### config.mk
export PLATFORM = sky130hd
export DESIGN_NAME = rtc_uart_cmd
export DESIGN_NICKNAME = d
export VERILOG_FILES = /design/src/rtl/rtc_uart_cmd.sv
export SDC_FILE = /design/constraint.sdc
export NUM_CORES = 1
export LEC_CHECK = 0
export CORE_MARGIN = 4
export CORE_UTILIZATION = 54
export DETAILED_ROUTE_END_ITERATION = 6
export PLACE_DENSITY_LB_ADDON = 0.3
export SETUP_SLACK_MARGIN = 0.5
export SLEW_MARGIN = 40
export SYNTH_ARGS = -nofsm -noshare
export SYNTH_HDL_FRONTEND = slang
export SYNTH_SLANG_ARGS = --single-unit
### constraint.sdc
create_clock -name clk -period 3.9 [get_ports clk]
set_input_delay 0.78 -clock clk [delete_from_list [all_inputs] [get_ports clk]]
set_output_delay 0.78 -clock clk [all_outputs]
set_load 0.02 [all_outputs]
### src/rtl/rtc_uart_cmd.sv
// rtc_uart_cmd: parses 0x55-framed UART commands into PCF8563 controller requests and streams back framed responses.
// Define RTC_CMD_CHECKSUM_EN to add a trailing XOR checksum byte to every frame and every response.
module rtc_uart_cmd #(
    parameter logic [23:0] BYTE_TIMEOUT = 24'd5_000_000,
    parameter logic [23:0] DONE_TIMEOUT = 24'd10_000_000,
    parameter logic [15:0] STARTUP_HOLD = 16'd50_000
) (
    input  logic        clk,
    input  logic        rstn,
    input  logic [7:0]  rx_data,
    input  logic        rx_valid,
    output logic [7:0]  tx_data,
    output logic        tx_start,
    input  logic        tx_busy,
    output logic        set_time,
    output logic [23:0] time_2_set,
    output logic        set_date,
    output logic [31:0] date_2_set,
    output logic        read,
    input  logic [23:0] time_read,
    input  logic [31:0] date_read,
    input  logic        set_done,
    input  logic        read_done
);
    typedef enum logic [2:0] {S_INIT, S_HDR, S_OP, S_PAY, S_ISSUE, S_WAIT, S_GAP, S_TX} state_t;

`ifdef RTC_CMD_CHECKSUM_EN
    localparam logic [2:0] CHK_LEN = 3'd1;
`else
    localparam logic [2:0] CHK_LEN = 3'd0;
`endif

    state_t      state, state_nxt;
    logic [23:0] tmr, tmr_inc;
    logic [1:0]  op_q;
    logic [2:0]  cnt;
    logic [31:0] sr, pay_nxt;
    logic [55:0] rd_buf, rd_sh;
    logic [7:0]  rsp_code, tx_byte;
    logic [3:0]  idx, last_idx;
    logic        tx_hold, tx_go, is_pay, chk_ok, done_match, byte_to, done_to, in_rx;

`ifdef RTC_CMD_CHECKSUM_EN
    logic [7:0] chk, tx_x;

    always_ff @(posedge clk) begin
        if (!rstn) begin
            chk  <= 8'h00;
            tx_x <= 8'h00;
        end else begin
            if (state == S_OP && rx_valid)
                chk <= rx_data;
            else if (state == S_PAY && rx_valid)
                chk <= chk ^ rx_data;
            if (state == S_GAP)
                tx_x <= 8'h00;
            else if (tx_go && idx != 4'd0)
                tx_x <= tx_x ^ tx_byte;
        end
    end

    // The last byte of a checked frame is the checksum, not payload.
    assign chk_ok = (chk ^ rx_data) == 8'h00;
    assign is_pay = cnt != 3'd1;
`else
    assign chk_ok = 1'b1;
    assign is_pay = 1'b1;
`endif

    assign tmr_inc    = tmr + 24'd1;
    assign in_rx      = (state == S_OP) || (state == S_PAY);
    assign byte_to    = in_rx && (tmr_inc >= BYTE_TIMEOUT);
    assign done_to    = (state == S_WAIT) && (tmr_inc >= DONE_TIMEOUT);
    assign done_match = (op_q == 2'd3) ? read_done : set_done;
    assign pay_nxt    = is_pay ? {sr[23:0], rx_data} : sr;
    assign last_idx   = ((rsp_code == 8'h03) ? 4'd8 : 4'd1) + {1'b0, CHK_LEN};

    always_comb begin
        rd_sh   = rd_buf << {idx - 4'd2, 3'b000};
        tx_byte = rd_sh[55:48];
        if (idx == 4'd0)
            tx_byte = 8'hAA;
        else if (idx == 4'd1)
            tx_byte = rsp_code;
`ifdef RTC_CMD_CHECKSUM_EN
        if (idx == last_idx)
            tx_byte = tx_x;
`endif
    end

    always_ff @(posedge clk) begin
        if (!rstn)
            state <= S_INIT;
        else
            state <= state_nxt;
    end

    always_comb begin
        state_nxt = state;
        case (state)
            S_INIT:  if (tmr_inc >= {8'd0, STARTUP_HOLD}) state_nxt = S_HDR;
            S_HDR:   if (rx_valid && rx_data == 8'h55) state_nxt = S_OP;
            S_OP: begin
                if (rx_valid) begin
                    if (rx_data == 8'h01 || rx_data == 8'h02)
                        state_nxt = S_PAY;
                    else if (rx_data == 8'h03)
                        state_nxt = (CHK_LEN != 3'd0) ? S_PAY : S_ISSUE;
                    else
                        state_nxt = S_GAP;
                end else if (byte_to) begin
                    state_nxt = S_HDR;
                end
            end
            S_PAY: begin
                if (rx_valid) begin
                    if (cnt == 3'd1)
                        state_nxt = chk_ok ? S_ISSUE : S_GAP;
                end else if (byte_to) begin
                    state_nxt = S_HDR;
                end
            end
            S_ISSUE: state_nxt = S_WAIT;
            S_WAIT:  if (done_match || done_to) state_nxt = S_GAP;
            S_GAP:   state_nxt = S_TX;
            S_TX:    if (tx_go && idx == last_idx) state_nxt = S_HDR;
            default: state_nxt = S_INIT;
        endcase
    end

    always_comb begin
        set_time = 1'b0;
        set_date = 1'b0;
        read     = 1'b0;
        tx_go    = 1'b0;
        tx_start = 1'b0;
        tx_data  = 8'h00;
        if (state == S_ISSUE) begin
            set_time = op_q == 2'd1;
            set_date = op_q == 2'd2;
            read     = op_q == 2'd3;
        end
        if (state == S_TX) begin
            tx_go    = !tx_hold && !tx_busy;
            tx_start = tx_go;
            tx_data  = tx_byte;
        end
    end

    always_ff @(posedge clk) begin
        if (!rstn) begin
            tmr        <= 24'd0;
            op_q       <= 2'd0;
            cnt        <= 3'd0;
            sr         <= 32'd0;
            time_2_set <= 24'd0;
            date_2_set <= 32'd0;
            rd_buf     <= 56'd0;
            rsp_code   <= 8'h00;
            idx        <= 4'd0;
            tx_hold    <= 1'b0;
        end else begin
            // One timer serves startup hold, byte timeout and done timeout.
            tmr <= (state_nxt != state || (in_rx && rx_valid)) ? 24'd0 : tmr_inc;
            case (state)
                S_OP: if (rx_valid) begin
                    op_q <= rx_data[1:0];
                    cnt  <= ((rx_data == 8'h02) ? 3'd4 : (rx_data == 8'h01) ? 3'd3 : 3'd0) + CHK_LEN;
                    sr   <= 32'd0;
                    if (rx_data == 8'h00 || rx_data > 8'h03)
                        rsp_code <= 8'hEE;
                end
                S_PAY: if (rx_valid) begin
                    cnt <= cnt - 3'd1;
                    sr  <= pay_nxt;
                    if (cnt == 3'd1) begin
                        if (!chk_ok)
                            rsp_code <= 8'hEC;
                        else if (op_q == 2'd1)
                            time_2_set <= pay_nxt[23:0];
                        else if (op_q == 2'd2)
                            date_2_set <= pay_nxt;
                    end
                end
                S_WAIT: begin
                    if (done_match) begin
                        rsp_code <= {6'd0, op_q};
                        if (op_q == 2'd3)
                            rd_buf <= {date_read, time_read};
                    end else if (done_to) begin
                        rsp_code <= 8'hE0;
                    end
                end
                S_GAP: begin
                    idx     <= 4'd0;
                    tx_hold <= 1'b0;
                end
                S_TX: begin
                    tx_hold <= tx_go;
                    if (tx_go)
                        idx <= idx + 4'd1;
                end
                default: ;
            endcase
        end
    end
endmodule

==> impl_metrics.yaml <==
synth:
  portion_of_the_post_synthesis_area_used_by_sequential_elements_pct: 42.3
  top_area_cells_in_the_synthesized_netlist: "sky130_fd_sc_hd__dfxtp_1, sky130_fd_sc_hd__nand2_1, sky130_fd_sc_hd__a21oi_1, sky130_fd_sc_hd__clkbuf_1, sky130_fd_sc_hd__nor4_1"
  number_of_enable_flip_flop_cells_after_synthesis: 0
  ys_types: 67
  synth_cells: 1042
  mappedNetlistArea_mm2: 0.00837
  synth.most_common_cell: "sky130_fd_sc_hd__nand2_1"
  synth.top_cell.area_share_pct: 42.3
  synthFlopType: "sky130_fd_sc_hd__dfxtp_1"
  largest_area_contributor_in_the_synthesized_netlist: "sky130_fd_sc_hd__dfxtp_1"
  ys_seq_elements: 177
  synth_top_cells_by_count: "sky130_fd_sc_hd__nand2_1, sky130_fd_sc_hd__dfxtp_1, sky130_fd_sc_hd__a21oi_1"
  synth_nets: 1121
  syn_avg_cell_area_um2: 8.04
  synthesis.yosys.warnings: 0
  synth_async_sr_flop_share_pct: 0
floorplan:
  io-pin-count: 138
  full_die_area_mm2: 0.0176
  initial_utilization_pct: 55.1
  floorplan.die.width_um: 133
  die-height_um: 133
  core_mm2: 0.0152
  core.rowCount: 45
cells_and_area:
  final_instance_count_excl_fillers: 1342
  total_area_of_multi_input_combinational_cells_mm2: 0.00448
  finalNetCount: 1220
  flow.area_growth_from_synthesis_pct: 25.6
  number_of_inserted_diodes: 0
  finish.instance_area_mm2: 0.0105
  fraction_of_layout_cells_with_a_size_suffix_above_1_pct: 9.36
  sequential_cell_area_mm2: 0.00355
  nFillCells: 1212
pwr:
  seq_power_share_pct: 48.9
  internal_cell_power_w: 0.00282
  total_switching_power_w: 0.000895
  leakagePower_nw: 3.48
  power.ir.vdd_worst_v: 0.000314
  power.density_cell_area_mw_per_mm2: 353
  comb_power_share_pct: 3.5
  share_clk_of_total_power_pct: 47.6
  netSwitchingFraction_pct: 24.1
sta:
  timing.fmax_mhz: 305
  totalNegativeSetupSlack_ns: 0
  finalHoldWorstSlack_ns: 0.453
  relSlewSlack_pct: 46.3
  hold_fails_final_rpt: 0
  final_critical_path_setup_slack_ns: 0.620
  layout_worst_path_cycle_share_pct: 84.1
  slew_violations: 0
  timing_worst_slew_pin_value_ns: 0.805
  final.setup_skew_ns: 0.00879
  finalSetupViolations: 0
  grt_setup_unrepaired: "no"
  period_needed_ns: 3.28
global_routing:
  grt_overflow_total: 0
  grt_util_all_layers_pct: 25.7
  first_global_vias: 7410
  grt_first_pass_wirelength_um: 37500
  antenna_found_initial: 0
  grt_start_max_net_pins: 79
routing:
  wl_per_cell_um: 17.5
  route.final.wire_length_um: 23500
  drt.antenna.violating_nets: 0
  via_count_of_the_routed_design: 7999
  drt_iter0_markers: 749
  drt_pre_antenna_iters: 5
  drt_drc_violations_left: 0
  vias_per_cell: 5.96
setup_path:
  sort_of_element_at_the_start_of_the_critical_path: "input port"
  worstPathCellList: "clkdlybuf4s50_1, or3_1, inv_1, clkdlybuf4s50_1"
  startpoint: "tx_busy"
  worstPathArrival_ns: 2.50
  element_type_at_the_critical_path_end: "primary output"
  slowest_delay_ns: 0.66
  timing.rr.start: "tmr[2]"
  timing.critical_path.mode_cell: "sky130_fd_sc_hd__clkdlybuf4s50_1"
  timing_worst_setup_path_type: "input port to primary output"
  crit_path_top_delay_cell: "sky130_fd_sc_hd__clkdlybuf4s50_1"
  timing.critical_path.fanout_max: 5
  worst_ep_required_time_ns: 3.12
place:
  post_dp_cell_area_mm2: 0.00982
  dpl_worst_slack_ns: 0.337
  numPortBuffers: 137
  detailed_place_hpwl_um: 15700
  numPlacedInstances: 1307
  gp_congestion: 0.968
clocking:
  cts.root.buffer_cell: "sky130_fd_sc_hd__clkbuf_16"
  cts_hold_repair.buffers: 0
  clock_insertion_delay_worst_skew_ns: 0.43
  ctsLongestPathBuffers: 2
  cts_buffers: 17
  htree_levels: 4
  worst_setup_hold_path_clk_slew_ns: 0.07
  cts_sinks: 177
  tritoncts_clock_tree: "built"
hold_path:
  hold_start: "date_2_set[29]"
  holdCritPathClass: "flop to flop"
run:
  max-cap-violations: 0
status:
  status: "complete, no violations"
## routing by layer
| metal | GRT usage, % | vias to the layer above | wire length [um] |
|---|---|---|---|
| met4 | 6.87 | 0 | 476 |
| met2 | 41.9 | 358 | 11200 |
| li1 | - | 3869 | - |
| met1 | 34.3 | 3725 | 10000 |
| met5 | 0 | - | 0 |
| met3 | 6.20 | 47 | 1760 |
## cell families (layout without fill, tap and decap cells)
group,after synthesis,after routing,synth area share (%)
flops,177,177,42.3
simple gates,449,449,25.3
fa+ha+maj,9,9,1.34
buf+inv,98,210,4.86
compound gates,260,260,19.5
xor+xnor,28,28,2.93
mux,21,21,3.74
## cells in the final DEF, fill, tap and decap left out, drive strengths merged, types with 6 or more instances in the layout
cell and n:
or2 6, mux2i 11, mux4 8, inv 20
a21boi 6, dfxtp 177, o21ai 26, and3 7
nand4 14, nand2b 6, a21oi 141, nor4 38
nor2 38, xor2 8, clkinv 10, buf 24
ha 9, nand2 267, nor3 17, xnor2 20
clkbuf 20, clkdlybuf4s50 129, a31oi 6, nand3 20
a22o 24, o211ai 7
## worst paths after layout
check                                 endpoint  slack (ns)  cells past startpoint
worst max-delay path                  tx_start        0.62                      4
worst min-delay path            date_2_set[29]        0.45                      2
worst max register to register          tmr[4]        0.67                      9
worst min register to register  date_2_set[29]        0.45                      2
## power by group through the flow
stage | clock (W) | sequential [W] | combinational, W
after floorplan | 0 | 0.00185 | 0.0000499
after global placement | 0 | 0.00186 | 0.000129
after detailed placement | 0 | 0.00186 | 0.000129
after CTS | 0.00179 | 0.00181 | 0.000130
after global routing | 0.00187 | 0.00182 | 0.000140
final | 0.00177 | 0.00182 | 0.000132
## worst max-delay path: cells and delay by family
| family | cells | cell delay (ns) |
|---|---|---|
| and+or+nand+nor | 1 | 0.44 |
| buffers and inverters | 3 | 1.28 |
## sequential cells by signal (all words and copies together), names as in the netlist
signal	count
state	3
tx_hold	1
idx	4
date_2_set	32
op_q	2
rd_buf	56
rsp_code	4
tmr	24
sr	24
time_2_set	24
cnt	3
## layout make-up
class | count | share of cell area [%]
clock inverters | 15 | 2.04
flip-flops and latches | 177 | 33.8
multi-input cells | 767 | 42.6
clock buffers | 17 | 4.05
repair buffers | 161 | 14.7
inverters | 17 | 0.619
well taps | 188 | 2.24
## per-stage QoR
stage / power (W) / util, %
global route: 0.00383 / 69.2
finish: 0.00371 / 69.2
detailed placement: 0.00199 / 64.6
floorplan: 0.00190 / -
CTS: 0.00373 / 68.8
global placement: 0.00199 / 64.6
## what timing repair did
item                       in CTS  in global routing
gates resized for setup         9                 19
setup endpoints to repair       8                 37
setup buffers                   0                  3
pin swaps                       0                  3
Power figures use the tool's default switching activity.
